**config.mk**
```make
export PLATFORM = sky130hd
export DESIGN_NAME = e203_ifu_bpupred_flat
export DESIGN_NICKNAME = d
export VERILOG_FILES = /design/src/rtl/e203_ifu_bpupred_if.sv /design/src/rtl/e203_ifu_bpupred.sv /design/src/flat_wrapper.sv
export SDC_FILE = /design/constraint.sdc
export NUM_CORES = 1
export LEC_CHECK = 0
export CAP_MARGIN = 15
export CORE_AREA = 5 5 199 124
export DETAILED_ROUTE_END_ITERATION = 8
export DIE_AREA = 0 0 204 129
export DONT_BUFFER_PORTS = 1
export PLACE_DENSITY = 0.59
export SYNTH_ARGS = -nofsm -noshare
export SYNTH_HDL_FRONTEND = slang
export SYNTH_SLANG_ARGS = --single-unit
```
**constraint.sdc**
```tcl
create_clock -name clk -period 9.3 [get_ports clk]
set_input_delay 2.79 -clock clk [delete_from_list [all_inputs] [get_ports clk]]
set_output_delay 2.79 -clock clk [all_outputs]
set_load 0.02 [all_outputs]
```
**src/rtl/e203_ifu_bpupred_if.sv**
```systemverilog
// ---------------------------------------------------------------------------
// e203_ifu_bpupred_if
// Bundle between the IFU fetch / mini-decode side and the static branch
// predictor.
//   master : the IFU side. It drives the decoded instruction fields, the
//            IR/OITF hazard state, the regfile operands and flush. It
//            receives the prediction, bpu_wait and the regfile read request.
//   slave  : the predictor (e203_ifu_bpupred).
// ---------------------------------------------------------------------------
interface e203_ifu_bpupred_if #(
  parameter int PC_SIZE = 32,
  parameter int XLEN    = 32
);
  logic               dec_vld;
  logic [PC_SIZE-1:0] pc;
  logic               dec_rv32;
  logic               dec_jal;
  logic               dec_jalr;
  logic               dec_bxx;
  logic [XLEN-1:0]    dec_bjp_imm;
  logic [4:0]         dec_jalr_rs1idx;
  logic [4:0]         dec_rdidx;
  logic               ir_valid;
  logic               ir_rdwen;
  logic [4:0]         ir_rdidx;
  logic               oitf_empty;
  logic [XLEN-1:0]    rf2bpu_x1;
  logic [XLEN-1:0]    rf2bpu_rs1;
  logic               flush;
  logic               bpu_wait;
  logic               bpu2rf_rs1_ena;
  logic               prdt_taken;
  logic [PC_SIZE-1:0] prdt_pc;

  modport master (
    output dec_vld, pc, dec_rv32, dec_jal, dec_jalr, dec_bxx, dec_bjp_imm,
           dec_jalr_rs1idx, dec_rdidx, ir_valid, ir_rdwen, ir_rdidx,
           oitf_empty, rf2bpu_x1, rf2bpu_rs1, flush,
    input  bpu_wait, bpu2rf_rs1_ena, prdt_taken, prdt_pc
  );

  modport slave (
    input  dec_vld, pc, dec_rv32, dec_jal, dec_jalr, dec_bxx, dec_bjp_imm,
           dec_jalr_rs1idx, dec_rdidx, ir_valid, ir_rdwen, ir_rdidx,
           oitf_empty, rf2bpu_x1, rf2bpu_rs1, flush,
    output bpu_wait, bpu2rf_rs1_ena, prdt_taken, prdt_pc
  );
endinterface

```
**src/rtl/e203_ifu_bpupred.sv**
```systemverilog
// ---------------------------------------------------------------------------
// e203_ifu_bpupred
// Static branch predictor with a return-address stack, placed directly after
// the IFU mini-decoder.
//   - jal        : always taken, target pc+imm
//   - bxx        : taken when the offset is negative (backward), target pc+imm
//   - jalr       : always taken, target (base+imm) with bit0 cleared, where
//                  the base comes from x0, the RAS, x1 or the regfile read port
// Ports:
//   clk, rst_n : clock, synchronous active-low reset
//   bpu        : slave side of e203_ifu_bpupred_if. It carries the decode
//                fields, the IR/OITF hazard inputs, the regfile operands and
//                flush in, and bpu_wait, bpu2rf_rs1_ena, prdt_taken and
//                prdt_pc out.
// ---------------------------------------------------------------------------
module e203_ifu_bpupred #(
  parameter int PC_SIZE   = 32,
  parameter int XLEN      = 32,
  parameter int RAS_DEPTH = 4
) (
  input logic               clk,
  input logic               rst_n,
  e203_ifu_bpupred_if.slave bpu
);

  localparam int              RAS_AW   = (RAS_DEPTH > 1) ? $clog2(RAS_DEPTH) : 1;
  localparam logic [RAS_AW:0] RAS_FULL = (RAS_AW + 1)'(RAS_DEPTH);

  typedef enum logic [1:0] {
    IDLE     = 2'd0,
    WAIT_DEP = 2'd1,
    RD_RF    = 2'd2
  } state_t;

  state_t              state_reg, state_next;

  // RAS storage is circular. ras_ptr_reg is the next slot to write, so the
  // top entry sits at ras_ptr_reg-1. When the stack is full, a push
  // overwrites the oldest entry.
  logic [PC_SIZE-1:0]  ras_mem [RAS_DEPTH];
  logic [RAS_AW-1:0]   ras_ptr_reg, ras_ptr_next;
  logic [RAS_AW:0]     ras_cnt_reg, ras_cnt_next;
  logic                ras_wr_en;
  logic [RAS_AW-1:0]   ras_wr_idx;
  logic [RAS_AW-1:0]   ras_top_idx;
  logic [PC_SIZE-1:0]  ras_top;

  logic                rs1_x0, rs1_x1, rs1_link, rd_link;
  logic                ras_hit, jalr_x1, jalr_xn;
  logic                dep_x1, dep_xn;
  logic                wait_c, ena_c;
  logic                accept, push, pop;
  logic [PC_SIZE-1:0]  push_val;
  logic [XLEN-1:0]     jalr_base;
  logic [PC_SIZE-1:0]  jalr_sum, jalr_tgt, seq_tgt;
  logic                taken_raw;

  assign rs1_x0   = (bpu.dec_jalr_rs1idx == 5'd0);
  assign rs1_x1   = (bpu.dec_jalr_rs1idx == 5'd1);
  assign rs1_link = rs1_x1 | (bpu.dec_jalr_rs1idx == 5'd5);
  assign rd_link  = (bpu.dec_rdidx == 5'd1) | (bpu.dec_rdidx == 5'd5);

  assign ras_top_idx = ras_ptr_reg - RAS_AW'(1);
  assign ras_top     = ras_mem[ras_top_idx];

  // A RAS hit resolves the jalr target without reading any register, so it
  // takes priority over both the x1 path and the read-port path.
  assign ras_hit = bpu.dec_jalr & rs1_link & ~rd_link & (ras_cnt_reg != '0);
  assign jalr_x1 = bpu.dec_jalr & rs1_x1 & ~ras_hit;
  assign jalr_xn = bpu.dec_jalr & ~rs1_x0 & ~rs1_x1 & ~ras_hit;

  // x1 is read combinationally, so it only has to wait for an in-flight
  // writer of x1. The shared read port cannot be compared by index, so any
  // IR occupant counts as a hazard for it.
  assign dep_x1 = ~bpu.oitf_empty | (bpu.ir_valid & bpu.ir_rdwen & (bpu.ir_rdidx == 5'd1));
  assign dep_xn = ~bpu.oitf_empty | bpu.ir_valid;

  always_comb begin
    state_next = state_reg;
    wait_c     = 1'b0;
    ena_c      = 1'b0;
    case (state_reg)
      IDLE: begin
        if (jalr_x1 && dep_x1) begin
          wait_c     = 1'b1;
          state_next = WAIT_DEP;
        end else if (jalr_xn) begin
          wait_c = 1'b1;
          if (dep_xn) begin
            state_next = WAIT_DEP;
          end else begin
            ena_c      = 1'b1;
            state_next = RD_RF;
          end
        end
      end
      WAIT_DEP: begin
        // Keep stalling in the cycle the hazard clears. The held instruction
        // is then evaluated again from IDLE.
        wait_c = 1'b1;
        if (rs1_x1 ? ~dep_x1 : ~dep_xn) begin
          state_next = IDLE;
        end
      end
      RD_RF: begin
        state_next = IDLE;
      end
      default: begin
        state_next = IDLE;
      end
    endcase
    // Nothing can be pending without a valid instruction, and a flush cancels
    // whatever was outstanding.
    if (!bpu.dec_vld) begin
      wait_c     = 1'b0;
      ena_c      = 1'b0;
      state_next = IDLE;
    end
    if (bpu.flush) begin
      ena_c      = 1'b0;
      state_next = IDLE;
    end
  end

  // The read-port data is only meaningful in RD_RF, and bpu_wait masks the
  // prediction in every other cycle that would use it.
  assign jalr_base = rs1_x0 ? '0 : (rs1_x1 ? bpu.rf2bpu_x1 : bpu.rf2bpu_rs1);
  assign jalr_sum  = PC_SIZE'(jalr_base + bpu.dec_bjp_imm);
  assign jalr_tgt  = jalr_sum & ~PC_SIZE'(1);
  assign seq_tgt   = bpu.pc + bpu.dec_bjp_imm[PC_SIZE-1:0];
  assign taken_raw = bpu.dec_jal | bpu.dec_jalr | (bpu.dec_bxx & bpu.dec_bjp_imm[XLEN-1]);

  assign bpu.bpu_wait       = wait_c;
  assign bpu.bpu2rf_rs1_ena = ena_c;
  assign bpu.prdt_taken     = bpu.dec_vld & ~wait_c & taken_raw;
  assign bpu.prdt_pc        = ~bpu.dec_vld  ? '0 :
                              bpu.dec_jalr  ? (ras_hit ? ras_top : jalr_tgt) :
                                              seq_tgt;

  // RAS bookkeeping only advances on an instruction that really leaves decode.
  assign accept   = bpu.dec_vld & ~wait_c & ~bpu.flush;
  assign push     = accept & (bpu.dec_jal | bpu.dec_jalr) & rd_link;
  assign pop      = accept & ras_hit;
  assign push_val = bpu.pc + (bpu.dec_rv32 ? PC_SIZE'(4) : PC_SIZE'(2));

  always_comb begin
    ras_ptr_next = ras_ptr_reg;
    ras_cnt_next = ras_cnt_reg;
    ras_wr_en    = 1'b0;
    ras_wr_idx   = ras_ptr_reg;
    if (push && pop) begin
      // Return and call in one instruction: swap the top in place.
      ras_wr_en  = 1'b1;
      ras_wr_idx = ras_top_idx;
    end else if (push) begin
      ras_wr_en    = 1'b1;
      ras_ptr_next = ras_ptr_reg + RAS_AW'(1);
      if (ras_cnt_reg != RAS_FULL) begin
        ras_cnt_next = ras_cnt_reg + (RAS_AW + 1)'(1);
      end
    end else if (pop) begin
      ras_ptr_next = ras_top_idx;
      ras_cnt_next = ras_cnt_reg - (RAS_AW + 1)'(1);
    end
  end

  always_ff @(posedge clk) begin
    if (!rst_n) begin
      state_reg   <= IDLE;
      ras_ptr_reg <= '0;
      ras_cnt_reg <= '0;
    end else begin
      state_reg   <= state_next;
      ras_ptr_reg <= ras_ptr_next;
      ras_cnt_reg <= ras_cnt_next;
    end
  end

  // Entries need no reset. ras_cnt_reg alone says which of them are live.
  always_ff @(posedge clk) begin
    if (rst_n && ras_wr_en) begin
      ras_mem[ras_wr_idx] <= push_val;
    end
  end

endmodule

```
**src/flat_wrapper.sv**
```systemverilog
// flat-port wrapper written by rule: the top's interface ports become plain ports
module e203_ifu_bpupred_flat 
#(
  parameter int PC_SIZE   = 32,
  parameter int XLEN      = 32,
  parameter int RAS_DEPTH = 4
)
  (clk, rst_n, bpu_dec_vld, bpu_pc, bpu_dec_rv32, bpu_dec_jal, bpu_dec_jalr, bpu_dec_bxx, bpu_dec_bjp_imm, bpu_dec_jalr_rs1idx, bpu_dec_rdidx, bpu_ir_valid, bpu_ir_rdwen, bpu_ir_rdidx, bpu_oitf_empty, bpu_rf2bpu_x1, bpu_rf2bpu_rs1, bpu_flush, bpu_bpu_wait, bpu_bpu2rf_rs1_ena, bpu_prdt_taken, bpu_prdt_pc);
  e203_ifu_bpupred_if #(.PC_SIZE(PC_SIZE), .XLEN(XLEN)) bpu_i ();
  input logic clk;
  input logic rst_n;
  input wire logic [$bits(bpu_i.dec_vld)-1:0] bpu_dec_vld;
  input wire logic [$bits(bpu_i.pc)-1:0] bpu_pc;
  input wire logic [$bits(bpu_i.dec_rv32)-1:0] bpu_dec_rv32;
  input wire logic [$bits(bpu_i.dec_jal)-1:0] bpu_dec_jal;
  input wire logic [$bits(bpu_i.dec_jalr)-1:0] bpu_dec_jalr;
  input wire logic [$bits(bpu_i.dec_bxx)-1:0] bpu_dec_bxx;
  input wire logic [$bits(bpu_i.dec_bjp_imm)-1:0] bpu_dec_bjp_imm;
  input wire logic [$bits(bpu_i.dec_jalr_rs1idx)-1:0] bpu_dec_jalr_rs1idx;
  input wire logic [$bits(bpu_i.dec_rdidx)-1:0] bpu_dec_rdidx;
  input wire logic [$bits(bpu_i.ir_valid)-1:0] bpu_ir_valid;
  input wire logic [$bits(bpu_i.ir_rdwen)-1:0] bpu_ir_rdwen;
  input wire logic [$bits(bpu_i.ir_rdidx)-1:0] bpu_ir_rdidx;
  input wire logic [$bits(bpu_i.oitf_empty)-1:0] bpu_oitf_empty;
  input wire logic [$bits(bpu_i.rf2bpu_x1)-1:0] bpu_rf2bpu_x1;
  input wire logic [$bits(bpu_i.rf2bpu_rs1)-1:0] bpu_rf2bpu_rs1;
  input wire logic [$bits(bpu_i.flush)-1:0] bpu_flush;
  output wire logic [$bits(bpu_i.bpu_wait)-1:0] bpu_bpu_wait;
  output wire logic [$bits(bpu_i.bpu2rf_rs1_ena)-1:0] bpu_bpu2rf_rs1_ena;
  output wire logic [$bits(bpu_i.prdt_taken)-1:0] bpu_prdt_taken;
  output wire logic [$bits(bpu_i.prdt_pc)-1:0] bpu_prdt_pc;
  assign bpu_i.dec_vld = bpu_dec_vld;
  assign bpu_i.pc = bpu_pc;
  assign bpu_i.dec_rv32 = bpu_dec_rv32;
  assign bpu_i.dec_jal = bpu_dec_jal;
  assign bpu_i.dec_jalr = bpu_dec_jalr;
  assign bpu_i.dec_bxx = bpu_dec_bxx;
  assign bpu_i.dec_bjp_imm = bpu_dec_bjp_imm;
  assign bpu_i.dec_jalr_rs1idx = bpu_dec_jalr_rs1idx;
  assign bpu_i.dec_rdidx = bpu_dec_rdidx;
  assign bpu_i.ir_valid = bpu_ir_valid;
  assign bpu_i.ir_rdwen = bpu_ir_rdwen;
  assign bpu_i.ir_rdidx = bpu_ir_rdidx;
  assign bpu_i.oitf_empty = bpu_oitf_empty;
  assign bpu_i.rf2bpu_x1 = bpu_rf2bpu_x1;
  assign bpu_i.rf2bpu_rs1 = bpu_rf2bpu_rs1;
  assign bpu_i.flush = bpu_flush;
  assign bpu_bpu_wait = bpu_i.bpu_wait;
  assign bpu_bpu2rf_rs1_ena = bpu_i.bpu2rf_rs1_ena;
  assign bpu_prdt_taken = bpu_i.prdt_taken;
  assign bpu_prdt_pc = bpu_i.prdt_pc;
  e203_ifu_bpupred #(.PC_SIZE(PC_SIZE), .XLEN(XLEN), .RAS_DEPTH(RAS_DEPTH)) u_core (.clk(clk), .rst_n(rst_n), .bpu(bpu_i));
endmodule
```
==> results.md, run 1 <==
- Max Cap Viol: 0
- Max frequency: 0.110 GHz
- Finished Layout Cells: 1343
- Skew-Pair Late Insertion Delay: 0.42 ns
- Syn avg cell area: 9.98 sq um
- Fin crit period: 9.12 ns
- Core Area: 0.0227 sq mm
- Setup violations, final: 0
- CP Buf/Inv Count: 3
- Multi-input gate area: 0.00581 sq mm
- Worst setup EP type: primary output
- Net switching power: 479 uW
- PD cells: 153 mW/mm^2
- Nets: 1237
- CP Launch Type: primary input
- Mapped Area: 0.00997 sq mm
- Post-synthesis cell type count: 69
- Top_reg_cell synth: edfxtp_1
- Final Skew: 0.0110 ns
- Antenna Cells: 0
- Tot Pwr: 1700 uW
- Clock sinks: 135
- Post-CTS setup buffer count: 0
- Logic gate share of total power: 22.6%
- Slew Limit Fails: 0
- Pint: 1230 uW
- Initial antenna violation count: 0
- Peak supply drop: 0.0838 mV
- Initial DRC Count: 928
- Crit path arrival time: 6.33 ns
- Die height: 129 um
- Full die area: 0.0263 sq mm
- CTS Root Cell: clkbuf_16
- Detail Route Antenna Nets: 0
- Yosys top cell area share: 38.5%
- Gr usage total: 21.2%
- I/O pin count: 189
- Max reg flops: 128
- Layout area overhead: 11.8%
- Mapped Nets: 1221
- Lkg Pwr: 0.00422 uW
- Fin crit share: 98.0%
- Most common cell after layout, fill and taps aside: nand2_1
- DRC errors left: 0
- Gp weighted congestion: 0.901
- Crit path cell chain: or4_1, buf_6, nand2_1, nand2_1, ha_1, and2_1, a221o_1, and2_1, o2111a_2, buf_4, o2111ai_2, a21oi_2, nor2b_2, nor2_1, o32ai_1, buf_4
- Reg power frac: 39.2%
- Max FO, Critical Path: 34
- DP HPWL: 22300 um
- CTS H-Tree Depth: 4
- PortBufs: 0
- Starting density of the core: 44.0%
- Switching Fraction: 28.1%
- Routed Wire Length: 28600 um
- FFs w/ async S/R, synth: 0%
- Post-synthesis sequential area ratio: 39.9%
- Largest stage delay, worst path: 0.52 ns
- Status: finished clean
- Final Hold Viols: 0
- CTS Buf Count: 17
- Placed Instances: 1311
- CTS tree: built
- Post-synth EDFFs: 128
- Via count: 7976
- Vias per cell: 5.94
- Pre-Repair DR Iteration Count: 5
- Fraction of layout cells with a size suffix above 1: 12.7%
- Slew @ Worst Pin: 0.770 ns
- Clk buf depth: 2
- Yosys warning count: 0
- Max-slew headroom: 48.6%
- Post-Syn Instances: 999
- Crit path kind: primary input to primary output
- Die width: 204 um
- Top area cells in the synthesized netlist: edfxtp_1 (39%), ha_1 (8.0%), mux4_2 (7.2%)
- CTS clk-pin slew, worst paths: 0.06 ns
- Register area: 0.00399 sq mm
- Worst path top cell family by delay: simple AND/OR/NAND/NOR gates
- Clock power frac: 38.3%
- Synth area leader: edfxtp_1
- Synth Register Bits: 135
- Avg WL per Cell: 21.3 um
- Worst endpoint required time: 6.51 ns
- Number of global-route vias before repair: 7078
- First-pass GRT wire length: 42300 um
- Largest net degree at the start of global routing: 59
- Site Rows: 43
- Slowest stage cell, crit path: or4_1
- RSZ-0062 raised after global routing: yes
- Commonest cells after routing, fill and taps aside: nand2_1 (139), edfxtp_1 (128), nor2_1 (80), a21oi_1 (65), ha_1 (64)
- Worst Hold Class: register to register
- Fillers: 2023
- GR Overflow Total: 0
final timing paths:
kind | depth (start not counted) | slack [ns] | startpoint | endpoint
max | 16 | 0.18 | bpu_dec_jalr_rs1idx[4] | bpu_prdt_pc[29]
min | 2 | 0.58 | u_core.ras_cnt_reg[1] | u_core.ras_cnt_reg[1]
max reg2reg | 11 | 5.22 | u_core.ras_cnt_reg[1] | u_core.ras_mem[0][20]
min reg2reg | 2 | 0.58 | u_core.ras_cnt_reg[1] | u_core.ras_cnt_reg[1]
cell usage after synthesis, types with 6 or more instances:
master and instances:
nand2_1 139, edfxtp_1 128, nor2_1 84, a21oi_1 66, ha_1 64, nand3_1 54
xnor2_1 47, clkbuf_1 34, o21ai_0 34, xor2_1 34, mux4_2 32, a21o_1 26
inv_1 19, nor3_1 17, and3_1 16, a211oi_1 15, and2_1 13, nand2b_1 13
a31oi_1 12, o21ai_1 12, o211ai_1 11, nand4_1 9, buf_1 7, dfxtp_1 7
nor2b_1 7, or3_1 7, a311oi_1 6, o21a_1 6
worst min-delay path, stage by stage, from the launching register on:
cell	delay [ns]
dfxtp_1	0.35
mux2i_1	0.14
nor2b_1	0.05
power groups by stage:
stage	Sequential, uW	Combinational [uW]	Clock [uW]
6_report	668	385	652
2_1_floorplan	680	291	0
5_1_grt	667	425	696
4_1_cts	668	377	660
3_3_place_gp	680	371	0
3_5_place_dp	680	373	0
layout make-up:
| class | count | area share (%) |
|---|---|---|
| Multi-Input combinational cell | 803 | 52.1 |
| Sequential cell | 135 | 35.7 |
| Clock buffer | 19 | 3.88 |
| Tap cell | 315 | 3.53 |
| Timing Repair Buffer | 39 | 2.77 |
| Clock inverter | 13 | 1.32 |
| Inverter | 19 | 0.639 |
layer usage:
layer / vias to the layer above / wire, um / track usage [%]
li1: 3810 / - / -
met1: 3769 / 14500 / 35.0
met2: 369 / 10900 / 27.6
met3: 28 / 2720 / 4.58
met4: 0 / 410 / 5.31
met5: - / 0 / 0
timing repair:
item                                    CTS  global route
endpoints found under the hold margin     0             0
endpoints found under the setup margin    2            13
pin swaps                                 0             1
resized for setup                         1             5
hold buffers                              0             0
through the flow:
step / hold WS (ns) / utilization (%) / setup WS, ns / area (sq um) / TNS (ns)
after floorplan: 0.547 / - / 0.0251 / 9980 / 0
after global placement: 0.567 / 46.5 / 0.0240 / 10500 / 0
after detailed placement: 0.581 / 46.5 / -0.0581 / 10500 / -0.107
after CTS: 0.588 / 49.1 / 0.0167 / 11100 / 0
after global routing: 0.649 / 49.2 / -0.0313 / 11200 / -0.0313
final: 0.582 / 49.2 / 0.182 / 11200 / 0
cell families after synthesis:
| kind of cell | count (synthesis) | synth area share [%] |
|---|---|---|
| and+or+nand+nor | 384 | 18.2 |
| AOI/OAI and AO/OA | 229 | 15.5 |
| DFF | 135 | 39.9 |
| xor gates and xnor gates | 81 | 7.11 |
| adders and majority gates | 68 | 8.83 |
| buffers and inverters | 61 | 2.31 |
| muxes | 41 | 8.18 |
No activity file was read; power rests on OpenSTA's default activity.
==> run 2: changes to the inputs <==
CORE_AREA = 5 5 146 148   (was 5 5 199 124)
CTS_BUF_LIST = sky130_fd_sc_hd__clkbuf_8   (was default)
DIE_AREA = 0 0 151 153   (was 0 0 204 129)
PLACE_DENSITY = 0.66   (was 0.59)
==> run 2 against run 1 <==
  * Clock-buffer cell count is 2 lower
  * Sequential power about the same
  * Clock power shrank 30%
  * Total power is 12% lower
  * Critical path type unchanged
  * First-iteration DRC count down 30%
  * Register-to-register slack improved by 0.50 ns
  * Design area decreased by 1.4%
==> results.md, run 2 (synthesis results as in run 1) <==
- Fraction of layout cells with a size suffix above 1: 13.8% (+1.1 points)
- Placed Area: 0.0105 sq mm (-0.49%)
- Lkg Pwr: 0.00418 uW (-0.95%)
- Vias per cell: 5.98 (+0.63%)
- Worst setup EP type: primary output
- CP Launch Type: primary input
- Starting density of the core: 50.1% (+6.1 points)
- RSZ-0062 raised after global routing: yes
- Gr usage total: 22.3% (+1.1 points)
- Final Hold Viols: 0 (unchanged)
- Max Cap Viol: 0 (unchanged)
- Slew @ Worst Pin: 0.768 ns (-0.00246 ns)
- Peak supply drop: 0.0786 mV (-6.2%)
- Status: finished clean
- Setup ws final: 0.118 ns (-0.0642 ns)
- Fin crit share: 98.7% (+0.69 points)
- Full die area: 0.0231 sq mm (-12%)
- Final Skew: 0.0159 ns (+0.00487 ns)
- Avg WL per Cell: 20.4 um (-4.3%)
- CTS Buf Count: 17 (unchanged)
- Crit path kind: primary input to primary output
- CTS Root Cell: clkbuf_8
- Gp weighted congestion: 0.916 (+1.7%)
- Die height: 153 um (+19%)
- Die width: 151 um (-26%)
- Most common cell after layout, fill and taps aside: nand2_1
- DP HPWL: 20200 um (-9.3%)
- Core Area: 0.0199 sq mm (-12%)
- Slew Limit Fails: 0 (unchanged)
- PD cells: 137 mW/mm^2 (-11%)
- Worst Hold Class: register to register
- Nets: 1243 (+0.49%)
- Max FO, Critical Path: 9 (-74%)
- Initial DRC Count: 647 (-30%)
- Largest net degree at the start of global routing: 59 (unchanged)
- Max reg flops: 128 (unchanged)
- Max-slew headroom: 48.5% (-0.13 points)
- Commonest cells after routing, fill and taps aside: nand2_1 (138), edfxtp_1 (128), nor2_1 (80), a21oi_1 (66), ha_1 (62)
- Pre-CTS setup slack: 0.0209 ns (+0.0791 ns)
- First-pass GRT wire length: 39800 um (-6.1%)
- Post-CTS Hold Buffers: 0 (unchanged)
- Finished Layout Cells: 1304 (-2.9%)
- Via count: 7793 (-2.3%)
- Fin crit period: 9.18 ns (+0.0642 ns)
- DRC errors left: 0 (unchanged)
- I/O pin count: 189 (unchanged)
- Tot Pwr: 1500 uW (-12%)
- Max frequency: 0.109 GHz (-0.70%)
- Pre-Repair DR Iteration Count: 5 (unchanged)
- Clock sinks: 135 (unchanged)
- Site Rows: 52 (+21%)
- CTS clk-pin slew, worst paths: 0.09 ns (+0.03 ns)
- Antenna Cells: 0 (unchanged)
- CTS H-Tree Depth: 4 (unchanged)
- Routed Wire Length: 26500 um (-7.0%)
- Post-route setup TNS: 0 ns (unchanged)
- Crit path arrival time: 6.39 ns (+0.06 ns)
- Detail Route Antenna Nets: 0 (unchanged)
- Skew-Pair Late Insertion Delay: 0.44 ns (+0.02 ns)
- GR Overflow Total: 0 (unchanged)
- Worst endpoint required time: 6.51 ns (about the same)
- CTS tree: built
- Final std cell area, no fill: 0.0110 sq mm (-1.4%)
- Layout area overhead: 10.3%
- Number of global-route vias before repair: 7191 (+1.6%)
- Placed Instances: 1265 (-3.5%)
- Setup violations, final: 0 (unchanged)
- PortBufs: 0 (unchanged)
- Initial antenna violation count: 0 (unchanged)
- Clk buf depth: 2 (unchanged)
run 2: changes by cell type in the layout (fill, tap and decap cells not counted), sizes merged:
cell,previous run,this run
buf,39,43
bufinv,2,0
clkinvlp,3,1
inv,24,30
run 2: repair_timing:
action / in CTS / in global routing
hold endpoints to repair: 0 / 0
buffers inserted: 0 / 5
setup endpoints to repair: 0 / 4
resized for setup: 0 / 8
run 2: final timing paths:
| check | startpoint | endpoint | slack, ns | cells past startpoint |
|---|---|---|---|---|
| worst max register to register | u_core.ras_cnt_reg[1] | u_core.ras_mem[1][16] | 5.72 | 11 |
| worst min register to register | u_core.ras_cnt_reg[1] | u_core.ras_cnt_reg[1] | 0.60 | 2 |
| worst max-delay path | bpu_dec_jalr_rs1idx[2] | bpu_prdt_pc[22] | 0.12 | 17 |
| worst min-delay path | u_core.ras_cnt_reg[1] | u_core.ras_cnt_reg[1] | 0.60 | 2 |
run 2: final cells by class:
class	count	area, sq um
well taps	270	338
inverters	19	71.3
flip-flops and latches	135	3990
clock buffers	17	234
fillers	1755	8910
repair buffers	45	398
multi-input cells	803	5820
clock inverters	15	148
run 2: power by group:
group          internal [uW]  leakage, uW  switching [uW]  total (uW)
sequential               666      0.00121           0.334         666
clock                    200     0.000193             257         457
combinational            164      0.00278             215         379
total                   1030      0.00418             472        1500
run 2: layer usage:
metal  global-route usage [%]  share of wire (%)  up-vias
li1                         -                  -     3814
met4                     5.35                1.9        0
met1                     34.2                 46     3687
met5                        0                  0        -
met2                     32.9                 44      266
met3                     3.76                7.8       26
run 2: worst max-delay path, cell delays in order:
cell	delay [ns]
or4_4	0.58
buf_12	0.17
nand2_1	0.08
nand2_2	0.07
fa_2	0.39
a21o_1	0.20
a221oi_2	0.23
buf_4	0.16
a211oi_2	0.09
o211a_1	0.27
o41ai_2	0.29
buf_4	0.18
o21ai_1	0.08
xor2_1	0.19
nor2_1	0.07
o32ai_2	0.32
buf_4	0.21
run 2: metrics by stage:
stage | hold WS [ns] | util, %
floorplan | 0.547 | -
global placement | 0.566 | 52.7
detailed placement | 0.590 | 52.7
CTS | 0.607 | 54.6
global route | 0.677 | 55.2
finish | 0.605 | 55.2
